--- config.mk ---
export PLATFORM = sky130hd
export DESIGN_NAME = chan_mux_rr
export DESIGN_NICKNAME = d
export VERILOG_FILES = /design/src/rtl/chan_mux_pkg.sv /design/src/rtl/rr_pick.sv /design/src/rtl/chan_mux_rr.sv
export SDC_FILE = /design/constraint.sdc
export NUM_CORES = 1
export LEC_CHECK = 0
export ABC_CLOCK_PERIOD_IN_PS = 12160
export CAP_MARGIN = 20
export CORE_MARGIN = 4
export CORE_UTILIZATION = 51
export DETAILED_ROUTE_END_ITERATION = 8
export GPL_ROUTABILITY_DRIVEN = 0
export PLACE_DENSITY = 0.89
export SYNTH_ARGS = -nofsm -noshare
export SYNTH_HDL_FRONTEND = slang
export SYNTH_SLANG_ARGS = --single-unit
--- constraint.sdc ---
create_clock -name clk -period 12.16 [get_ports clk]
set_input_delay 3.04 -clock clk [delete_from_list [all_inputs] [get_ports clk]]
set_output_delay 3.04 -clock clk [all_outputs]
set_load 0.05 [all_outputs]
--- src/rtl/chan_mux_pkg.sv ---
`default_nettype none
// ============================================================================
// Module   : chan_mux_pkg
// Brief    : Shared mode encodings and index-width helper for chan_mux_rr.
// Revision : 1.0 - initial release
// ============================================================================
package chan_mux_pkg;

    localparam logic MODE_FIXED = 1'b0;
    localparam logic MODE_RR    = 1'b1;

    // Index width for a channel count; callers guarantee value >= 2.
    function automatic int clog2(input int value);
        int r;
        r = 0;
        while ((1 << r) < value) begin
            r = r + 1;
        end
        return r;
    endfunction

endpackage
`default_nettype wire

--- src/rtl/rr_pick.sv ---
`default_nettype none
// ============================================================================
// Module   : rr_pick
// Brief    : Combinational find-first-set over req, starting at ptr, wrapping.
// Revision : 1.0 - initial release
// ============================================================================
module rr_pick
    import chan_mux_pkg::*;
#(
    parameter int N     = 16,
    parameter int SEL_W = 4
) (
    input  logic [N-1:0]     req,
    input  logic [SEL_W-1:0] ptr,
    output logic             gnt_valid,
    output logic [SEL_W-1:0] gnt_idx
);

    int w_idx;

    always_comb begin
        gnt_valid = 1'b0;
        gnt_idx   = '0;
        w_idx     = 0;
        for (int k = 0; k < N; k++) begin
            // ptr is always kept below N, so a single subtraction wraps it.
            w_idx = int'(ptr) + k;
            if (w_idx >= N) begin
                w_idx = w_idx - N;
            end
            if (!gnt_valid && req[w_idx]) begin
                gnt_valid = 1'b1;
                gnt_idx   = SEL_W'(w_idx);
            end
        end
    end

endmodule
`default_nettype wire

--- src/rtl/chan_mux_rr.sv ---
`default_nettype none
// ============================================================================
// Module   : chan_mux_rr
// Brief    : N-channel registered stream mux, fixed-select or round-robin.
// Revision : 1.0 - initial release
// ============================================================================
module chan_mux_rr
    import chan_mux_pkg::*;
#(
    parameter  int N     = 16,
    parameter  int WIDTH = 8,
    localparam int SEL_W = clog2(N)
) (
    input  logic                 clk,
    input  logic                 rst,
    input  logic                 mode,
    input  logic [SEL_W-1:0]     sel,
    input  logic [N*WIDTH-1:0]   in_data,
    input  logic [N-1:0]         in_valid,
    output logic [N-1:0]         in_ready,
    output logic [WIDTH-1:0]     out_data,
    output logic [SEL_W-1:0]     out_chan,
    output logic                 out_valid,
    input  logic                 out_ready
);

    localparam int PAD_N = 1 << SEL_W;

    logic [WIDTH-1:0] r_out_data;
    logic [SEL_W-1:0] r_out_chan;
    logic             r_out_valid;
    logic [SEL_W-1:0] r_ptr;

    logic [PAD_N-1:0] w_valid_pad;
    logic             w_sel_ok;
    logic             w_rr_valid;
    logic [SEL_W-1:0] w_rr_idx;
    logic             w_gnt_valid;
    logic [SEL_W-1:0] w_gnt_idx;
    logic             w_load;
    logic             w_xfer;
    logic [WIDTH-1:0] w_data;
    logic [SEL_W-1:0] w_ptr_next;

    rr_pick #(
        .N     (N),
        .SEL_W (SEL_W)
    ) u_rr_pick (
        .req       (in_valid),
        .ptr       (r_ptr),
        .gnt_valid (w_rr_valid),
        .gnt_idx   (w_rr_idx)
    );

    // Padding lets sel index safely when N is not a power of two.
    assign w_valid_pad = PAD_N'(in_valid);
    assign w_sel_ok    = (int'(sel) < N);

    always_comb begin
        if (mode == MODE_RR) begin
            w_gnt_valid = w_rr_valid;
            w_gnt_idx   = w_rr_idx;
        end else begin
            w_gnt_valid = w_sel_ok && w_valid_pad[sel];
            w_gnt_idx   = sel;
        end
    end

    assign w_load = !r_out_valid || out_ready;
    assign w_xfer = w_load && w_gnt_valid && !rst;

    generate
        for (genvar i = 0; i < N; i++) begin : g_ready
            assign in_ready[i] = w_xfer && (w_gnt_idx == SEL_W'(i));
        end
    endgenerate

    always_comb begin
        w_data = '0;
        for (int i = 0; i < N; i++) begin
            if (w_gnt_idx == SEL_W'(i)) begin
                w_data = in_data[i*WIDTH +: WIDTH];
            end
        end
    end

    assign w_ptr_next = (int'(w_gnt_idx) == N - 1) ? '0 : w_gnt_idx + 1'b1;

    // A transfer always wins over a drain, so load+drain in one cycle keeps valid.
    always_ff @(posedge clk or posedge rst) begin
        if (rst) begin
            r_out_data  <= '0;
            r_out_chan  <= '0;
            r_out_valid <= 1'b0;
            r_ptr       <= '0;
        end else if (w_xfer) begin
            r_out_data  <= w_data;
            r_out_chan  <= w_gnt_idx;
            r_out_valid <= 1'b1;
            r_ptr       <= w_ptr_next;
        end else if (out_ready) begin
            r_out_valid <= 1'b0;
        end
    end

    assign out_data  = r_out_data;
    assign out_chan  = r_out_chan;
    assign out_valid = r_out_valid;

endmodule
`default_nettype wire

### After elaboration in Yosys (flattened, before gate mapping)

Index checks and enable logic that the tools add are counted.

| storage, ports and cells | value |
|---|---|
| output and inout bits | 29 |
| flip-flop bits (word level) | 17 |

| cells by class | value |
|---|---|
| reductions and logical operators | 53 |
| muxes and demuxes | 119 |
| add/subtract/negate cells | 32 |
| equality and inequality tests | 16 |
| order comparisons | 33 |

Operator list:

| operator | count |
|---|---|
| < comparator 32 x 6 -> 1 bit (second input constant) | 16 |
| two-way mux 32 bit | 16 |
| greater-or-equal comparator 32 x 6 -> 1 bit (second input constant) | 15 |
| subtractor 32 x 6 -> 32 bit (second input constant) | 15 |
| two-way mux 8 bit | 16 |
| two-way mux 4 bit | 18 |
| binary-select mux 1 bit (select 4 bit) | 17 |
| two-way mux 1 bit | 52 |
| adder 4 x 4 -> 5 bit (second input constant) | 8 |
| logical AND 1 bit | 33 |
| == test 4 bit (second input constant) | 8 |
| adder 4 x 3 -> 5 bit (second input constant) | 4 |
| logical NOT 1 bit | 17 |
| == test 4 x 3 -> 1 bit (second input constant) | 4 |
| adder 4 x 2 -> 5 bit (second input constant) | 2 |
| == test 4 x 1 -> 1 bit (second input constant) | 2 |
| == test 4 x 2 -> 1 bit (second input constant) | 2 |
| subtractor 4 x 5 -> 6 bit (second input constant) | 1 |
| adder 4 x 1 -> 5 bit (second input constant) | 1 |
| greater-or-equal comparator 4 x 5 -> 1 bit (second input constant) | 1 |
| < comparator 4 x 5 -> 1 bit (second input constant) | 1 |
| adder 4 x 1 -> 4 bit (second input constant) | 1 |
| logical NOT 4 bit | 1 |
| nonzero test 2 bit | 1 |
| logical OR 1 bit | 1 |

### Depth between registers and ports, before layout

| logic depth | value |
|---|---|
| word-level depth | 69 |
| depth in mapped cells | 29 |
| mapped depth without buffers | 22 |

### Modules after synthesis

A second synthesis with hierarchy kept.

| second synthesis, totals | value |
|---|---|
| cells, all modules | 580 |
| area, all modules | 4883.4 µm² |

Modules (own cells, without submodules):

| module | sequential area each (µm²) | area each (µm²) | times used | cells an instance |
|---|---|---|---|---|
| rr_pick | 0.0 | 2472.4 | 1 | 280 |
| chan_mux_rr | 425.4 | 2411.1 | 1 | 300 |

### Worst setup path after synthesis

OpenSTA, ideal clock, no wires.

| timing | value |
|---|---|
| path type | input-to-output |
| from | input in_valid[10] |
| to | output in_ready[1] |
| path slack | 1.366 ns |
| arrival time | 7.754 ns |
| required time | 9.120 ns |
| path buffers | 2 |
| stages on the path | 15 |
| path through | mux4_2 -> mux2_4 -> a211oi_4 -> nand3_4 -> or3_4 -> nor2_1 -> o211ai_1 -> o221ai_1 -> a21oi_1 -> inv_1 -> ha_1 -> clkbuf_1 -> inv_1 -> clkbuf_1 -> nor4_1 |

| on the way | value |
|---|---|
| elaborated cells between the ends (all ways) | 118 |

RTL lines:

| item | line | text |
|---|---|---|
| start: declaration | chan_mux_rr.sv:19 | `input logic [N-1:0] in_valid,` |
| binary-select mux 1 bit (select 4 bit) | rr_pick.sv:31 | `if (!gnt_valid && req[w_idx]) begin` |
| two-way mux 1 bit (implied by the code) (2 in a row) | rr_pick.sv:31 |  |
| two-way mux 1 bit | rr_pick.sv:31 |  |
| logical NOT 1 bit | rr_pick.sv:31 |  |
| logical AND 1 bit | rr_pick.sv:31 |  |
| two-way mux 1 bit | rr_pick.sv:31 |  |
| logical NOT 1 bit | rr_pick.sv:31 |  |
| logical AND 1 bit | rr_pick.sv:31 |  |
| (+36 left out) | n/a |  |
| two-way mux 1 bit | rr_pick.sv:31 |  |
| logical NOT 1 bit | rr_pick.sv:31 |  |
| logical AND 1 bit | rr_pick.sv:31 |  |
| two-way mux 4 bit * | rr_pick.sv:31 |  |
| two-way mux 4 bit * | chan_mux_rr.sv:60 | `if (mode == MODE_RR) begin` |
| via w_gnt_idx[1] | chan_mux_rr.sv:39 | `logic [SEL_W-1:0] w_gnt_idx;` |
| == test 4 x 1 -> 1 bit * | chan_mux_rr.sv:74 | `assign in_ready[i] = w_xfer && (w_gnt_idx == SEL_W'(i));` |
| logical AND 1 bit * | chan_mux_rr.sv:74 |  |
| end: declaration | chan_mux_rr.sv:20 | `output logic [N-1:0] in_ready,` |

Mark *: on every way through the listed nets, which the timed path passes. The rest lies on a longest branch. The select of a mux whose other input is x is not followed.

### Final worst setup path

| timing | value |
|---|---|
| from | input in_valid[6] |
| to | output in_ready[5] |

| on the way | value |
|---|---|
| elaborated cells between the ends (all ways) | 118 |

RTL lines:

| item | line |
|---|---|
| binary-select mux 1 bit (select 4 bit) | rr_pick.sv:31 |
| two-way mux 1 bit (implied by the code) (2 in a row) | rr_pick.sv:31 |
| two-way mux 1 bit | rr_pick.sv:31 |
| logical NOT 1 bit | rr_pick.sv:31 |
| logical AND 1 bit | rr_pick.sv:31 |
| two-way mux 1 bit | rr_pick.sv:31 |
| logical NOT 1 bit | rr_pick.sv:31 |
| logical AND 1 bit | rr_pick.sv:31 |
| (+36 left out) | n/a |
| two-way mux 1 bit | rr_pick.sv:31 |
| logical NOT 1 bit | rr_pick.sv:31 |
| logical AND 1 bit | rr_pick.sv:31 |
| two-way mux 4 bit * | rr_pick.sv:31 |
| two-way mux 4 bit * | chan_mux_rr.sv:60 |
| via w_gnt_idx[0] | chan_mux_rr.sv:39 |
| == test 4 x 3 -> 1 bit * | chan_mux_rr.sv:74 |
| logical AND 1 bit * | chan_mux_rr.sv:74 |

Marks and branches as above.

==> flow_summary.ini <==
[route]
postRouteAntennaNets = 0
route.detailed.wl_per_inst_microns = 23.4
vias = 6547
wl_mm = 21.6
drt_iter0_drc = 1065
drc_errors = 0
drt-pass1-iter-count = 6
vias_per_cell = 7.11

[yosys]
synth_top_area_cell = mux4_2
async_flop_share_pct = 100
syn-instance-count = 646
synth.top_cell.area_share_pct = 13.7
ys_seq_elements = 17
synth_common_cells = 54 x nand2_1, 52 x nor2_1, 46 x o21ai_0
synth_seq_area_share_pct = 8.38
syn_area_per_cell_sq_um = 7.86
synthesis.nets = 809
synthTopCellsByArea = mux4_2 14%, dfrtp_1 8.4%, mux2i_1 7.3%, mux2_2 5.1%, o21ai_0 4.5%
yosysMostFrequentCell = nand2_1
synth-edff-count = 0
syn_area_sq_um = 5080
synth_cell_type_count = 80
synth_warnings = 0
ys_dominant_reg_cell = dfrtp_1

[final_layout]
drive_above_1_share_pct = 12.4
final_nets = 952
area_growth_pct = 37.3
final_cells = 921
diodes = 0

[outcome]
outcome = complete, no violations

[clocking]
root_buffer = clkbuf_8
clkTransAtPathRegs_ns = 0.07
insertion_delay_ns = 0.26
ctsHoldBuffers = 0
cts.htree.levels = 1
clk_path_buf_depth = 2
numCtsBuffers = 3
cts_sinks = 17
cts_setup_buffers = 0
cts_tree = yes
cts_resized = 0

[worst_hold_path]
hold_path.class = flip-flop to flip-flop

[placed_design]
preCtsSetupSlack_ns = 1.02
dpl.hpwl_mm = 16.6
io_buffer_count = 180
place_inst = 917

[die]
core_sq_um = 9730
initial_core_util_pct = 52.2
dieArea_sq_um = 11600
die_h_microns = 108
ioPinCount = 181
fp-row-count = 36
die_x_microns = 108

[timing]
hold_viol_final = 0
fin_ws_ns = 0.822
setup_viol = 0
tns_ns = 0
fin_hold_ws_ns = 0.507
tightest_slew_ns = 1.03
skew_ns = 0.00189
finalCritPeriodShare_pct = 93.2
relSlewSlack_pct = 29.6
rsz0062_at_grt = no
fmax_mhz = 88.2
slew_violations = 0
period_needed_ns = 11.34

[global_route]
grt_max_degree = 46
overflow = 0
grt_pass1_vias = 6396
grt_pass1_wl_mm = 33.6
antenna_found_initial = 0
grt_usage_pct = 36.4

[critical_path]
cp_max_fo = 13
startpoint_type = input port
required_ns = 9.12
critical_path_class = input port to output pin
cp_data_arrival_time_ns = 8.30
critPathCaptureType = output pin

[flow_run]
maxCapViolations = 0
## layout by cell type, fill, tap and decap left out, types with 4 or more instances in the layout
master,instances
or3_1,6
clkdlybuf4s50_1,175
o211ai_1,16
o2bb2ai_1,4
dfrtp_1,17
and4_1,4
a221oi_1,6
inv_1,23
nor4_1,8
nor3_1,21
nand4_1,6
a221o_1,19
o32ai_1,4
o2111ai_1,4
mux2i_1,37
nor2b_1,6
nand3_1,12
a21o_1,4
a211oi_1,9
nor2_1,52
a31oi_1,17
a22oi_1,10
nand2_1,54
o22ai_1,11
and3_1,4
a22o_1,5
o21ai_0,46
ha_1,11
xor2_1,4
mux2_2,23
a211o_1,4
a21oi_1,36
xnor2_1,7
buf_4,16
o211a_1,5
mux4_2,31
## layout make-up
type | count | area [sq um]
sequential | 17 | 425
tap | 133 | 166
multi-input combinational | 547 | 4310
clock buffer | 4 | 45.0
timing repair buffer | 194 | 1930
fill | 747 | 2750
inverter | 26 | 97.6
## registers in the layout, indices dropped and copies added (netlist names)
name       flops
out_valid      1
out_chan       4
r_ptr          4
out_data       8
## metrics by stage
step / utilization (%) / area (sq um)
2_1_floorplan: - / 5080
3_3_place_gp: 71.2 / 6930
3_5_place_dp: 71.2 / 6930
4_1_cts: 71.7 / 6980
5_1_grt: 71.7 / 6980
6_report: 71.7 / 6980
## worst max-delay path, cell delays in order
cell and delay, ns:
clkdlybuf4s50_1 0.64, mux2_2 0.24, nor3_1 0.07, or4_1 0.66, mux2i_1 0.85, or3_4 0.28
nor2_1 0.07, a211o_1 0.27, a31oi_1 0.44, inv_1 0.19, ha_1 0.25, inv_1 0.40
nor4_1 0.15, clkdlybuf4s50_1 0.73
## path summary, 6_finish.rpt
kind	end	depth (start not counted)	from	slack, ns
setup / recovery	in_ready[5]	14	in_valid[6]	0.82
hold reg to reg	out_chan[3]	2	out_chan[3]	0.51
setup reg to reg	out_data[0]	24	r_ptr[1]	4.07
min in group asynchronous	out_valid	2	rst	3.24
hold / removal	out_chan[3]	2	out_chan[3]	0.51
max in group asynchronous	out_chan[2]	2	rst	8.49
## metal layers
metal	up-vias	part of all wire (%)	GRT usage, %	wire length, microns
li1	2842	-	-	-
met1	3021	35	44.4	7570
met2	554	48	59.7	10400
met3	130	12	10.6	2530
met4	0	5.2	15.5	1120
met5	-	0	0	0
## cells by family after synthesis
logic type                 synth area share (%)
AOI/OAI and AO/OA                          33.1
and+or+nand+nor                            19.3
muxes                                      27.7
buffers and inverters                      6.92
DFF                                        8.38
xor gates and xnor gates                   1.90
adders and majority gates                  2.71
Power is left out: the tool's default activity adds up to more than one toggle a clock period on the data nets, which glitch-free logic cannot reach.
